## src/rtl/register_transfer_sequencer_pkg.sv

```systemverilog
// Shared encodings for the register transfer sequencer:
// unit indices, instruction classes, SYS codes and FSM states.
package register_transfer_sequencer_pkg;

  localparam int UNIT_W = 6;

  localparam logic [2:0] U_MEM = 3'd0;
  localparam logic [2:0] U_AR  = 3'd1;
  localparam logic [2:0] U_DR0 = 3'd2;
  localparam logic [2:0] U_DR1 = 3'd3;
  localparam logic [2:0] U_ALU = 3'd4;
  localparam logic [2:0] U_PC  = 3'd5;

  typedef enum logic [1:0] {
    C_MOVE = 2'b00,
    C_LDI  = 2'b01,
    C_ALU  = 2'b10,
    C_SYS  = 2'b11
  } cls_e;

  localparam logic [7:0] SYS_HALT = 8'hC0;
  localparam logic [7:0] SYS_NOP  = 8'hC1;

  typedef enum logic [2:0] {
    S_IDLE,
    S_FETCH,
    S_DECODE,
    S_MEMRD,
    S_IMM,
    S_EXEC,
    S_HALT
  } state_e;

  // Indices 6-7 map to no unit at all.
  function automatic logic [UNIT_W-1:0] onehot(
    input logic [2:0] idx
  );
    logic [7:0] w_full;
    w_full = 8'd1 << idx;
    return w_full[UNIT_W-1:0];
  endfunction

endpackage

```

## src/rtl/register_transfer_sequencer_instr_decoder.sv

```systemverilog
// Combinational instruction decode: splits IR into
// class/src/dst and flags illegal, HALT and NOP encodings.
module register_transfer_sequencer_instr_decoder
  import register_transfer_sequencer_pkg::*;
#(
  parameter int DATA_WIDTH = 8
) (
  input  logic [DATA_WIDTH-1:0] i_ir,
  output cls_e                  o_cls,
  output logic [2:0]            o_src,
  output logic [2:0]            o_dst,
  output logic                  o_illegal,
  output logic                  o_halt,
  output logic                  o_nop
);

  logic [7:0] w_ir;
  logic       w_bad_src;
  logic       w_bad_dst;

  assign w_ir      = i_ir[7:0];
  assign o_cls     = cls_e'(w_ir[7:6]);
  assign o_src     = w_ir[5:3];
  assign o_dst     = w_ir[2:0];
  assign w_bad_src = (o_src > U_PC);
  assign w_bad_dst = (o_dst > U_PC);
  assign o_halt    = (w_ir == SYS_HALT);
  assign o_nop     = (w_ir == SYS_NOP);

  always_comb begin
    o_illegal = 1'b0;
    unique case (1'b1)
      (o_cls == C_MOVE): o_illegal = w_bad_src | w_bad_dst;
      (o_cls == C_LDI):  o_illegal = w_bad_dst;
      (o_cls == C_ALU):  o_illegal = w_bad_src | w_bad_dst;
      default:           o_illegal = !(o_halt | o_nop);
    endcase
  end

endmodule

```

## src/rtl/register_transfer_sequencer.sv

```systemverilog
// Fetch/decode/execute FSM driving the unit bus enables,
// memory read handshake and PC increment.
module register_transfer_sequencer
  import register_transfer_sequencer_pkg::*;
#(
  parameter int DATA_WIDTH = 8
) (
  input  logic                  clk,
  input  logic                  rst,
  input  logic                  i_run,
  input  logic [DATA_WIDTH-1:0] i_instr,
  input  logic                  i_mem_ack,
  output logic                  o_mem_req,
  output logic                  o_action_read_addr_source,
  output logic                  o_pc_counter_en,
  output logic [UNIT_W-1:0]     o_unit_reg_input_en,
  output logic [UNIT_W-1:0]     o_unit_reg_output_en,
  output logic [UNIT_W-1:0]     o_unit_alu_output_en,
  output logic                  o_busy,
  output logic                  o_halted,
  output logic                  o_illegal
);

  state_e                r_state;
  logic [DATA_WIDTH-1:0] r_ir;
  logic                  r_run_q;
  logic                  r_mem_req;
  logic                  r_addr_src;
  logic                  r_pc_en;
  logic [UNIT_W-1:0]     r_in_en;
  logic [UNIT_W-1:0]     r_out_en;
  logic [UNIT_W-1:0]     r_alu_en;
  logic                  r_busy;
  logic                  r_halted;
  logic                  r_illegal;

  cls_e       w_cls;
  logic [2:0] w_src;
  logic [2:0] w_dst;
  logic       w_illegal;
  logic       w_halt;
  logic       w_nop;

  register_transfer_sequencer_instr_decoder #(
    .DATA_WIDTH(DATA_WIDTH)
  ) u_instr_decoder (
    .i_ir      (r_ir),
    .o_cls     (w_cls),
    .o_src     (w_src),
    .o_dst     (w_dst),
    .o_illegal (w_illegal),
    .o_halt    (w_halt),
    .o_nop     (w_nop)
  );

  always_ff @(posedge clk or posedge rst) begin
    if (rst) begin
      r_state    <= S_IDLE;
      r_ir       <= '0;
      r_run_q    <= 1'b0;
      r_mem_req  <= 1'b0;
      r_addr_src <= 1'b1;
      r_pc_en    <= 1'b0;
      r_in_en    <= '0;
      r_out_en   <= '0;
      r_alu_en   <= '0;
      r_busy     <= 1'b0;
      r_halted   <= 1'b0;
      r_illegal  <= 1'b0;
    end else begin
      r_run_q  <= i_run;
      r_pc_en  <= 1'b0;
      r_in_en  <= '0;
      r_out_en <= '0;
      r_alu_en <= '0;
      unique case (r_state)
        S_IDLE: begin
          if (i_run) begin
            r_state    <= S_FETCH;
            r_mem_req  <= 1'b1;
            r_addr_src <= 1'b1;
            r_busy     <= 1'b1;
          end
        end
        S_FETCH: begin
          if (i_mem_ack) begin
            r_ir      <= i_instr;
            r_pc_en   <= 1'b1;
            r_mem_req <= 1'b0;
            r_state   <= S_DECODE;
          end
        end
        S_DECODE: begin
          if (w_illegal) begin
            r_illegal <= 1'b1;
            r_halted  <= 1'b1;
            r_busy    <= 1'b0;
            r_state   <= S_HALT;
          end else begin
            unique case (1'b1)
              w_halt: begin
                r_halted <= 1'b1;
                r_busy   <= 1'b0;
                r_state  <= S_HALT;
              end
              w_nop: begin
                r_state    <= i_run ? S_FETCH : S_IDLE;
                r_mem_req  <= i_run;
                r_busy     <= i_run;
                r_addr_src <= 1'b1;
              end
              (w_cls == C_MOVE && w_src == U_MEM): begin
                r_state    <= S_MEMRD;
                r_mem_req  <= 1'b1;
                r_addr_src <= 1'b0;
              end
              (w_cls == C_LDI): begin
                r_state    <= S_IMM;
                r_mem_req  <= 1'b1;
                r_addr_src <= 1'b1;
              end
              default: r_state <= S_EXEC;
            endcase
          end
        end
        S_MEMRD: begin
          if (i_mem_ack) begin
            r_out_en   <= onehot(U_MEM);
            r_in_en    <= onehot(w_dst);
            r_state    <= i_run ? S_FETCH : S_IDLE;
            r_mem_req  <= i_run;
            r_busy     <= i_run;
            r_addr_src <= 1'b1;
          end
        end
        S_IMM: begin
          if (i_mem_ack) begin
            r_out_en   <= onehot(U_MEM);
            r_in_en    <= onehot(w_dst);
            r_pc_en    <= 1'b1;
            r_state    <= i_run ? S_FETCH : S_IDLE;
            r_mem_req  <= i_run;
            r_busy     <= i_run;
            r_addr_src <= 1'b1;
          end
        end
        S_EXEC: begin
          unique case (1'b1)
            (w_cls == C_ALU): begin
              r_alu_en <= onehot(w_src);
              r_in_en  <= onehot(w_dst);
            end
            default: begin
              r_out_en <= onehot(w_src);
              r_in_en  <= onehot(w_dst);
            end
          endcase
          r_state    <= i_run ? S_FETCH : S_IDLE;
          r_mem_req  <= i_run;
          r_busy     <= i_run;
          r_addr_src <= 1'b1;
        end
        S_HALT: begin
          // Restart needs a fresh 0->1 on i_run, not a level.
          if (i_run && !r_run_q) begin
            r_state    <= S_FETCH;
            r_mem_req  <= 1'b1;
            r_addr_src <= 1'b1;
            r_busy     <= 1'b1;
            r_halted   <= 1'b0;
          end
        end
        default: begin
          r_state    <= S_IDLE;
          r_mem_req  <= 1'b0;
          r_addr_src <= 1'b1;
          r_busy     <= 1'b0;
        end
      endcase
    end
  end

  assign o_mem_req                 = r_mem_req;
  assign o_action_read_addr_source = r_addr_src;
  assign o_pc_counter_en           = r_pc_en;
  assign o_unit_reg_input_en       = r_in_en;
  assign o_unit_reg_output_en      = r_out_en;
  assign o_unit_alu_output_en      = r_alu_en;
  assign o_busy                    = r_busy;
  assign o_halted                  = r_halted;
  assign o_illegal                 = r_illegal;

endmodule
```

## config.mk

```make
export PLATFORM = sky130hd
export DESIGN_NAME = register_transfer_sequencer
export DESIGN_NICKNAME = d
export VERILOG_FILES = /design/src/rtl/register_transfer_sequencer_pkg.sv /design/src/rtl/register_transfer_sequencer_instr_decoder.sv /design/src/rtl/register_transfer_sequencer.sv
export SDC_FILE = /design/constraint.sdc
export NUM_CORES = 1
export LEC_CHECK = 0
export CAP_MARGIN = 25
export CORE_MARGIN = 2
export CORE_UTILIZATION = 45
export DETAILED_ROUTE_END_ITERATION = 12
export PLACE_DENSITY = 0.81
export SYNTH_ARGS = -nofsm -noshare
export SYNTH_HDL_FRONTEND = slang
export SYNTH_SLANG_ARGS = --single-unit
```

## constraint.sdc

```tcl
create_clock -name clk -period 3.75 [get_ports clk]
set_input_delay 0.75 -clock clk [delete_from_list [all_inputs] [get_ports clk]]
set_output_delay 0.75 -clock clk [all_outputs]
set_load 0.05 [all_outputs]
```

==> key figures, run 1 <==
Run status
  • Status: complete, no violations

Min path
  • WHS Path Cells: 1
  • Hold path startpoint: o_illegal$_DFFE_PP0P_
  • HP Class: reg -> reg
  • Worst Hold Path EP: o_illegal$_DFFE_PP0P_

Worst setup path
  • Cells along the critical path: clkdlybuf4s50_1
  • CP delay by family, top: buffers and inverters
  • Slowest stage cell, crit path: clkdlybuf4s50_1
  • Crit end category: primary output
  • Crit path required time: ~3 ns
  • Largest stage delay, worst path: 0.81 ns
  • Reg2Reg Depth: 5
  • Reg2reg start: r_ir[3]$_DFFE_PP0P_
  • Setup CP Type: reg -> out
  • Reg2reg end: o_mem_req$_DFFE_PP0P_
  • CP Max Fanout: 2
  • Bufs and invs on worst path: 1
  • Critical Path AT: 1.72 ns
  • Setup slack, reg-to-reg: between 1.5 and 2 ns
  • Kind of start point of the critical path: flip-flop

Final layout
  • Design area: 0.002091 mm^2
  • Nets: about 200
  • Diode count: 0
  • Most frequent cells in the layout: clkdlybuf4s50_1, dfrtp_1, nor2_1
  • Non-filler instance count after layout: 239
  • Layout cells sized above 1: 0.1088
  • Area Overhead vs Synth: 27.07%
  • Final Util: 0.6121

Logic synthesis
  • Async S/R FF share, synth: 1.000
  • Syn nets: ~170
  • Mean area per synthesized cell: approximately 10 um^2
  • Yosys warns: 0
  • Top area cells in the synthesized netlist: dfrtp_1, mux2_2, nor2_1, o21ai_0, nand2b_1
  • Synthesized flop and latch total: 36
  • Top_reg_cell synth: dfrtp_1
  • Synthesized area: 0.001645 mm^2
  • Cells after synthesis: about 160
  • EDFF count, synth: 0
  • Cell taking the most area after synthesis: dfrtp_1
  • Post-synthesis sequential area ratio: 0.5483
  • Top-area cell type share of the netlist area: 0.5323
  • Cell variety after synth: 43

GRT
  • GRT Total Usage: 0.1956
  • First-pass GRT wire length: 6085 um
  • Vias in the first global route: 1277
  • Initial antenna violation count: 0
  • Largest net degree at the start of global routing: 37
  • Grt total ovfl: 0

Floorplanning
  • Die area: 0.004156 mm^2
  • Die Ht: 64.47 um
  • Row count: 21
  • Initial Util: 0.4817
  • Core ar.: 0.003416 mm^2
  • Ports: 36
  • Die X: ~64 um

Routing
  • First-pass detailed-route iteration total: 4
  • DRT Wirelength: 3610 um
  • Drc violations: 0
  • Drt via density: ~5.5
  • ANT nets after route: 0
  • Via count: 1317
  • Initial DRC Count: 71
  • WL/cell: 15.10 um

Timing
  • Final setup vio count: 0
  • Final Critical Period: 2.474 ns
  • Worst-margin pin slew: 0.7118 ns
  • Post-Route Skew: 0.009394 ns
  • RSZ-0062 raised after global routing: no
  • Setup TNS: 0 ns
  • Worst slew margin: 0.5237
  • Max-slew violations: 0
  • Fmax: approximately 400 MHz
  • Final hold vios: 0
  • Fin crit share: 0.6597

Clocking
  • Clk_lat worst skew: approximately 0.35 ns
  • Reg clk slew, reported paths: 0.11 ns
  • Num CTS Buffers: 5
  • Clock sink count: 36
  • Post-CTS setup buffer count: 0
  • H-tree depth reported by CTS: 2
  • TritonCTS clock tree: yes
  • Hold_buf cts: 0
  • Root Driver: clkbuf_4
  • CTS max path bufs: 2
  • Post-CTS Resized: 0

Flow run
  • Max Cap Viol: 0

Place
  • Total placed instance area: 0.002026 mm^2
  • Placed insts: between 200 and 250
  • Port Buffers: 35
  • Detailed placement HPWL: 2625 um
  • Routability cong.: about 0.87

Power and ir drop
  • Power per cell area: 765.0 mW/mm^2
  • Static Leakage: 0.8647 nW
  • Total power: 1.599 mW
  • Max VDD drop: 0.0005214 V
## flip-flops by register name, indices dropped and copies added, names as in the netlist
name	cells
o_illegal	1
o_halted	1
r_ir	8
o_unit_reg_input_en	6
o_mem_req	1
r_run_q	1
o_busy	1
o_unit_reg_output_en	6
o_unit_alu_output_en	6
o_pc_counter_en	1
r_state	3
o_action_read_addr_source	1
## final cells by class
| cell class | instances | area [um^2] |
|---|---|---|
| Fill cell | 298 | 1325 |
| Multi-Input combinational cell | 108 | 685.7 |
| Sequential cell | 36 | 902.1 |
| Timing Repair Buffer | 36 | 357.8 |
| Inverter | 6 | 22.52 |
| Tap cell | 46 | 57.56 |
| Clock buffer | 7 | 65.06 |
## worst register-to-register path: stages (launching register included)
cell	delay, ns
dfrtp_1	0.45
or3_1	0.56
o31ai_1	0.30
nand2_1	0.13
a31oi_1	0.23
mux2_1	0.34
## cell families (layout without fill, tap and decap cells)
group	Yosys count	count (layout)	synth area share
xor+xnor	1	1	0.005324
buf+inv	13	49	0.03498
flops	36	36	0.5483
mux	9	9	0.06084
simple gates	62	62	0.2069
compound gates	36	36	0.1437
## cell usage after synthesis, types with 2 or more instances
master	n
mux2_2	7
or3_1	2
dfrtp_1	35
nand3b_1	5
clkbuf_1	5
a21oi_1	8
nand2_1	10
o21ai_0	10
nand2b_1	7
or3b_2	2
o32a_1	3
o31ai_1	2
nor3_1	5
nand3_1	2
nor2_1	18
o221ai_1	2
inv_1	6
and3b_1	2
o211ai_1	2
## per-stage QoR
stage	hold WS, ns	setup slack (ns)
finish	0.4940	1.276
global route	0.5131	1.239
CTS	0.5001	1.278
detailed placement	0.4771	1.209
global placement	0.4543	1.243
floorplan	0.5159	1.886
## routing by layer
layer  GRT usage  wire length [um]
met5           0                 0
met2      0.3281              1843
met1      0.2411              1512
met4     0.05585                37
met3     0.06597               217
## where the power goes
group	leakage, nW	internal [mW]	switching (mW)
clock network	0.0374	0.106	0.122
registers	0.461	0.490	0.165
logic	0.366	0.299	0.416
total	0.865	0.895	0.704
## worst max-delay path by stage
stage	start	end	slack (ns)	cells past startpoint
floorplan	r_ir[3]$_DFFE_PP0P_	o_mem_req$_DFFE_PP0P_	1.89	5
CTS	o_action_read_addr_source$_DFFE_PP1P_	o_action_read_addr_source	1.28	1
finish	o_action_read_addr_source$_DFFE_PP1P_	o_action_read_addr_source	1.28	1
detailed placement	i_mem_ack	r_ir[7]$_DFFE_PP0P_	1.21	4
global route	o_action_read_addr_source$_DFFE_PP1P_	o_action_read_addr_source	1.24	1
global placement	i_run	o_mem_req$_DFFE_PP0P_	1.24	6
Power figures use the tool's default switching activity.
==> run 2, diff against run 1 <==
==> constraint.sdc (replaced) <==
create_clock -name clk -period 2.4 [get_ports clk]
set_input_delay 0.48 -clock clk [delete_from_list [all_inputs] [get_ports clk]]
set_output_delay 0.48 -clock clk [all_outputs]
set_load 0.05 [all_outputs]
==> run 2 against run 1 <==
Sequential power rose by 49%. Wire length fell by 1.3%. Highest routed layer unchanged. Design area rose by 0.66%.
==> key figures, run 2 (synthesis gave the netlist of run 1 again) <==
Run status
  • Status: complete, no violations (unchanged)

Power and ir drop
  • Max VDD drop: 0.0007690 V (was 0.0005214 V)
  • Static Leakage: 0.8775 nW (was 0.8647 nW)
  • Power per cell area: 1181 mW/mm^2 (was 765.0 mW/mm^2)

Worst setup path
  • Crit path depth: 1 (unchanged)
  • Setup slack, reg-to-reg: 0.31 ns (was 1.66 ns)
  • Bufs and invs on worst path: 1 (unchanged)
  • Crit end category: primary output (unchanged)
  • CP Max Fanout: 2 (unchanged)
  • Kind of start point of the critical path: flip-flop (unchanged)
  • Cells along the critical path: clkdlybuf4s50_1 (unchanged)
  • Crit path required time: 1.92 ns (was 3.00 ns)
  • Reg2reg end: o_mem_req$_DFFE_PP0P_ (unchanged)
  • Slowest stage cell, crit path: clkdlybuf4s50_1 (unchanged)
  • CP delay by family, top: buffers and inverters (unchanged)
  • Setup CP Type: reg -> out (unchanged)
  • Reg2Reg Depth: 5 (unchanged)
  • Reg2reg start: r_ir[3]$_DFFE_PP0P_ (unchanged)
  • Critical Path AT: 1.68 ns (was 1.72 ns)
  • Largest stage delay, worst path: 0.80 ns (was 0.81 ns)

Final layout
  • FILL cells: 289 (was 298)
  • Layout cells sized above 1: 0.1269 (was 0.1088)
  • Design area: 0.002105 mm^2 (was 0.002091 mm^2)
  • Max reg flops: 8 (unchanged)
  • Nets: 208 (was 205)
  • Multi-input logic area: 685.7 um^2 (unchanged)
  • Biggest register: r_ir (unchanged)
  • Diode count: 0 (unchanged)
  • FF/Latch Area: 902.1 um^2 (unchanged)
  • Most frequent cells in the layout: clkdlybuf4s50_1, dfrtp_1, nor2_1 (unchanged)
  • Area Overhead vs Synth: 27.91% (was 27.07%)

Routing
  • Initial DRC Count: 75 (was 71)
  • Drt via density: 5.638 (was 5.510)
  • Drc violations: 0 (unchanged)
  • ANT nets after route: 0 (unchanged)
  • First-pass detailed-route iteration total: 5 (was 4)
  • Via count: 1370 (was 1317)
  • WL/cell: 14.66 um (was 15.10 um)
  • DRT Wirelength: 3562 um (was 3610 um)

Floorplanning
  • Die Ht: 64.47 um (unchanged)
  • Die X: 64.47 um (unchanged)
  • Die area: 0.004156 mm^2 (unchanged)
  • Row count: 21 (unchanged)
  • Core ar.: 0.003416 mm^2 (unchanged)
  • Ports: 36 (unchanged)
  • Initial Util: 0.4817 (unchanged)

GRT
  • First-pass GRT wire length: 6009 um (was 6085 um)
  • Largest net degree at the start of global routing: 37 (unchanged)
  • Vias in the first global route: 1322 (was 1277)
  • GRT Total Usage: 0.1890 (was 0.1956)
  • Grt total ovfl: 0 (unchanged)
  • Initial antenna violation count: 0 (unchanged)

Min path
  • Worst Hold Path EP: o_illegal$_DFFE_PP0P_ (unchanged)
  • Hold path startpoint: o_illegal$_DFFE_PP0P_ (unchanged)
  • HP Class: reg -> reg (unchanged)
  • WHS Path Cells: 1 (unchanged)

Timing
  • Max-slew violations: 0 (unchanged)
  • Fmax: 462.8 MHz
  • RSZ-0062 raised after global routing: no (unchanged)
  • Worst slew margin: 0.6164 (was 0.5237)
  • Post-Route Skew: 0.005265 ns (was 0.009394 ns)
  • Final hold vios: 0 (unchanged)
  • Setup TNS: 0 ns (unchanged)
  • Final Critical Period: 2.161 ns
  • Worst-margin pin slew: 0.5753 ns (was 0.7118 ns)
  • Final setup vio count: 0 (unchanged)
  • Hold WS: 0.4878 ns (was 0.4940 ns)
  • Fin crit share: 0.9003

Clocking
  • H-tree depth reported by CTS: 2 (unchanged)
  • Num CTS Buffers: 5 (unchanged)
  • Hold_buf cts: 0 (unchanged)
  • Clock sink count: 36 (unchanged)
  • Reg clk slew, reported paths: 0.10 ns (was 0.11 ns)
  • Root Driver: clkbuf_4 (unchanged)
  • Clk_lat worst skew: 0.34 ns (was 0.35 ns)
  • Post-CTS Resized: 0 (unchanged)
  • TritonCTS clock tree: yes (unchanged)
  • Post-CTS setup buffer count: 0 (unchanged)
  • CTS max path bufs: 2 (unchanged)

Flow run
  • Max Cap Viol: 0 (unchanged)

Place
  • Port Buffers: 35 (unchanged)
  • Routability cong.: 0.9421 (was 0.8699)
  • Detailed placement HPWL: 2624 um (was 2625 um)
  • Total placed instance area: 0.002048 mm^2 (was 0.002026 mm^2)
run 2: cell types whose count changed in the layout (fill, tap and decap cells not counted), sizes merged:
cell    previous run  this run
buf                1         4
clkinv             0         3
clkbuf             7         5
run 2: worst max-delay path by stage:
stage                                           end  slack, ns                             startpoint
final                     o_action_read_addr_source       0.24  o_action_read_addr_source$_DFFE_PP1P_
after global routing          o_mem_req$_DFFE_PP0P_       0.16                    r_ir[3]$_DFFE_PP0P_
after CTS                 o_action_read_addr_source       0.23  o_action_read_addr_source$_DFFE_PP1P_
after detailed placement      o_mem_req$_DFFE_PP0P_       0.12                                  i_run
after global placement        o_mem_req$_DFFE_PP0P_       0.25                                  i_run
after floorplan               o_mem_req$_DFFE_PP0P_       0.54                    r_ir[3]$_DFFE_PP0P_
run 2: layout make-up:
cell class,count,share of cell area
sequential,36,0.4287
multi-input combinational,108,0.3258
timing repair buffer,39,0.1807
tap,46,0.02735
clock buffer,5,0.01784
inverter,6,0.01070
clock inverter,3,0.008918
run 2: worst reg2reg max path: stages (launching register included):
cell     delay [ns]
dfrtp_1        0.45
or3_1          0.56
o31ai_1        0.33
nand2_1        0.11
a31oi_1        0.19
mux2_1         0.34
run 2: per-stage QoR:
stage / worst slack [ns] / power, mW / util / cells
6_report: 0.2393 / 2.485 / 0.6161 / 243
4_1_cts: 0.2263 / 2.485 / 0.6161 / 243
3_5_place_dp: 0.1168 / 2.169 / 0.5996 / 235
5_1_grt: 0.1642 / 2.648 / 0.6161 / 243
3_3_place_gp: 0.2468 / 2.127 / 0.5996 / 235
2_1_floorplan: 0.5358 / 1.827 / - / 157
run 2: power breakdown:
group	switching, mW	leakage [nW]	internal [mW]
clock network	0.202	0.0349	0.112
logic	0.701	0.382	0.493
registers	0.211	0.461	0.766
total	1.11	0.877	1.37
run 2: metal layers:
metal  GRT usage  share of wire
met5           0              0
met4     0.05585          0.013
met3     0.05556          0.070
met2      0.3242           0.51
met1      0.2313           0.41
==> run 3, diff against run 2 <==
--- a/config.mk
+++ b/config.mk
@@ -5,11 +5,14 @@
 export SDC_FILE = /design/constraint.sdc
 export NUM_CORES = 1
 export LEC_CHECK = 0
+export ABC_CLOCK_PERIOD_IN_PS = 2400
 export CAP_MARGIN = 25
+export CELL_PAD_IN_SITES_DETAIL_PLACEMENT = 0
+export CELL_PAD_IN_SITES_GLOBAL_PLACEMENT = 1
 export CORE_MARGIN = 2
-export CORE_UTILIZATION = 45
+export CORE_UTILIZATION = 38
 export DETAILED_ROUTE_END_ITERATION = 12
-export PLACE_DENSITY = 0.81
+export PLACE_DENSITY = 0.87
 export SYNTH_ARGS = -nofsm -noshare
 export SYNTH_HDL_FRONTEND = slang
 export SYNTH_SLANG_ARGS = --single-unit
==> run 3 against run 2 <==
Clock power grew 32%. Sequential share of layout area shrank 0.43 points. Via count shrank 3.3%. Maximum frequency grew 2.7%. Wire length grew 1.7%. Clock skew shrank 0.0022 ns.
==> key figures, run 3 (synthesis gave the netlist of run 1 again) <==
Run status
  • Status: complete, no violations (unchanged)

GRT
  • Vias in the first global route: 1374 (was 1322)
  • GRT Total Usage: 0.1640 (was 0.1890)
  • Largest net degree at the start of global routing: 37 (unchanged)
  • Initial antenna violation count: 0 (unchanged)
  • First-pass GRT wire length: 6389 um (was 6009 um)
  • Grt total ovfl: 0 (unchanged)

Final layout
  • Biggest register: r_ir (unchanged)
  • Diode count: 0 (unchanged)
  • Area Overhead vs Synth: 29.20% (was 27.91%)
  • Most frequent cells in the layout: clkdlybuf4s50_1, dfrtp_1, nor2_1 (unchanged)
  • FF/Latch Area: 902.1 um^2 (unchanged)
  • FILL cells: 356 (was 289)
  • Nets: 206 (was 208)
  • Max reg flops: 8 (unchanged)
  • Layout cells sized above 1: 0.1179 (was 0.1269)
  • Multi-input logic area: 685.7 um^2 (unchanged)

Clocking
  • Post-CTS setup buffer count: 0 (unchanged)
  • TritonCTS clock tree: yes (unchanged)
  • H-tree depth reported by CTS: 2 (unchanged)
  • Clk_lat worst skew: 0.29 ns (was 0.34 ns)
  • Post-CTS Resized: 0 (unchanged)
  • Hold_buf cts: 0 (unchanged)
  • Reg clk slew, reported paths: 0.07 ns (was 0.10 ns)
  • Clock sink count: 36 (unchanged)
  • Num CTS Buffers: 5 (unchanged)
  • CTS max path bufs: 2 (unchanged)
  • Root Driver: clkbuf_8 (was clkbuf_4)

Floorplanning
  • Row count: 23 (was 21)
  • Die area: 0.004872 mm^2 (was 0.004156 mm^2)
  • Ports: 36 (unchanged)
  • Initial Util: 0.4026 (was 0.4817)
  • Core ar.: 0.004086 mm^2 (was 0.003416 mm^2)
  • Die Ht: 69.80 um (was 64.47 um)
  • Die X: 69.80 um (was 64.47 um)

Worst setup path
  • Critical Path AT: 2.27 ns (was 1.68 ns)
  • Reg2Reg Depth: 5 (unchanged)
  • Bufs and invs on worst path: 0 (was 1)
  • Kind of start point of the critical path: flip-flop (unchanged)
  • Setup slack, reg-to-reg: 0.30 ns (was 0.31 ns)
  • Reg2reg start: r_ir[3]$_DFFE_PP0P_ (unchanged)
  • Reg2reg end: o_mem_req$_DFFE_PP0P_ (unchanged)
  • Cells along the critical path: or3_1, nor3_2, o221ai_1, a31oi_1, mux2_1 (was clkdlybuf4s50_1)
  • CP Max Fanout: 10 (was 2)
  • CP delay by family, top: simple AND/OR/NAND/NOR gates (was buffers and inverters)
  • Setup CP Type: reg -> reg (was reg -> out)
  • Largest stage delay, worst path: 0.57 ns (was 0.80 ns)
  • Crit path required time: 2.57 ns (was 1.92 ns)
  • Slowest stage cell, crit path: or3_1 (was clkdlybuf4s50_1)
  • Crit end category: flip-flop (was primary output)

Min path
  • Hold path startpoint: o_illegal$_DFFE_PP0P_ (unchanged)
  • WHS Path Cells: 1 (unchanged)
  • Worst Hold Path EP: o_illegal$_DFFE_PP0P_ (unchanged)
  • HP Class: reg -> reg (unchanged)

Timing
  • Final setup vio count: 0 (unchanged)
  • Max-slew violations: 0 (unchanged)
  • Post-Route Skew: 0.003111 ns (was 0.005265 ns)
  • Fin crit share: 0.8766 (was 0.9003)
  • Fmax: 475.3 MHz (was 462.8 MHz)
  • Final Critical Period: 2.104 ns (was 2.161 ns)
  • Worst-margin pin slew: 0.5345 ns (was 0.5753 ns)
  • Setup TNS: 0 ns (unchanged)
  • Hold WS: 0.4704 ns (was 0.4878 ns)
  • Final WS setup: 0.2961 ns (was 0.2393 ns)
  • Final hold vios: 0 (unchanged)
  • Worst slew margin: 0.6437 (was 0.6164)
  • RSZ-0062 raised after global routing: no (unchanged)

Routing
  • ANT nets after route: 0 (unchanged)
  • Drc violations: 0 (unchanged)
  • Drt via density: 5.408 (was 5.638)
  • First-pass detailed-route iteration total: 4 (was 5)
  • WL/cell: 14.79 um (was 14.66 um)
  • Initial DRC Count: 63 (was 75)
  • Via count: 1325 (was 1370)
  • DRT Wirelength: 3624 um (was 3562 um)

Place
  • Port Buffers: 35 (unchanged)
  • Routability cong.: 0.8630 (was 0.9421)
  • Pre-CTS WS: 0.1744 ns (was 0.1168 ns)
  • Detailed placement HPWL: 2664 um (was 2624 um)

Power and ir drop
  • Max VDD drop: 0.0006126 V (was 0.0007690 V)
  • Total power: 2.552 mW (was 2.485 mW)
  • Power per cell area: 1200 mW/mm^2 (was 1181 mW/mm^2)
  • Static Leakage: 0.8804 nW (was 0.8775 nW)

Flow run
  • Max Cap Viol: 0 (unchanged)
==> run 3: cell count changes in the layout (fill, tap and decap cells not counted), sizes merged <==
cell,delta
buf,-2
==> run 3: cell type report <==
cell class | instances | share of cell area
Sequential cell | 36 | 0.4244
Clock buffer | 5 | 0.03237
Inverter | 6 | 0.01059
Timing Repair Buffer | 37 | 0.1719
Tap cell | 50 | 0.02943
Multi-Input combinational cell | 108 | 0.3225
Clock inverter | 3 | 0.008829
==> run 3: how the worst max path moves through the flow <==
stage	from	endpoint	slack, ns	cells past startpoint
final	r_ir[3]$_DFFE_PP0P_	o_mem_req$_DFFE_PP0P_	0.30	5
after detailed placement	i_run	o_mem_req$_DFFE_PP0P_	0.17	6
after floorplan	r_ir[3]$_DFFE_PP0P_	o_mem_req$_DFFE_PP0P_	0.54	5
after global placement	i_run	o_mem_req$_DFFE_PP0P_	0.26	6
after global routing	r_ir[3]$_DFFE_PP0P_	o_mem_req$_DFFE_PP0P_	0.12	5
after CTS	r_ir[3]$_DFFE_PP0P_	o_mem_req$_DFFE_PP0P_	0.29	5
==> run 3: stage by stage <==
stage          std cells  instance area (um^2)  utilization
3_3_place_gp         237                  2038       0.4988
3_5_place_dp         237                  2038       0.4988
5_1_grt              245                  2126       0.5202
6_report             245                  2126       0.5202
2_1_floorplan        157                  1645            -
4_1_cts              245                  2126       0.5202
==> run 3: power breakdown <==
group	leakage [nW]	switching, mW	internal (mW)
clock network	0.0479	0.212	0.202
logic	0.372	0.645	0.474
registers	0.461	0.253	0.767
==> run 3: per-layer routing <==
metal / track usage / vias up / share of wire
li1: - / 634 / -
met1: 0.2078 / 646 / 0.44
met2: 0.2709 / 40 / 0.50
met3: 0.04070 / 5 / 0.043
met4: 0.05983 / 0 / 0.016
met5: 0 / - / 0
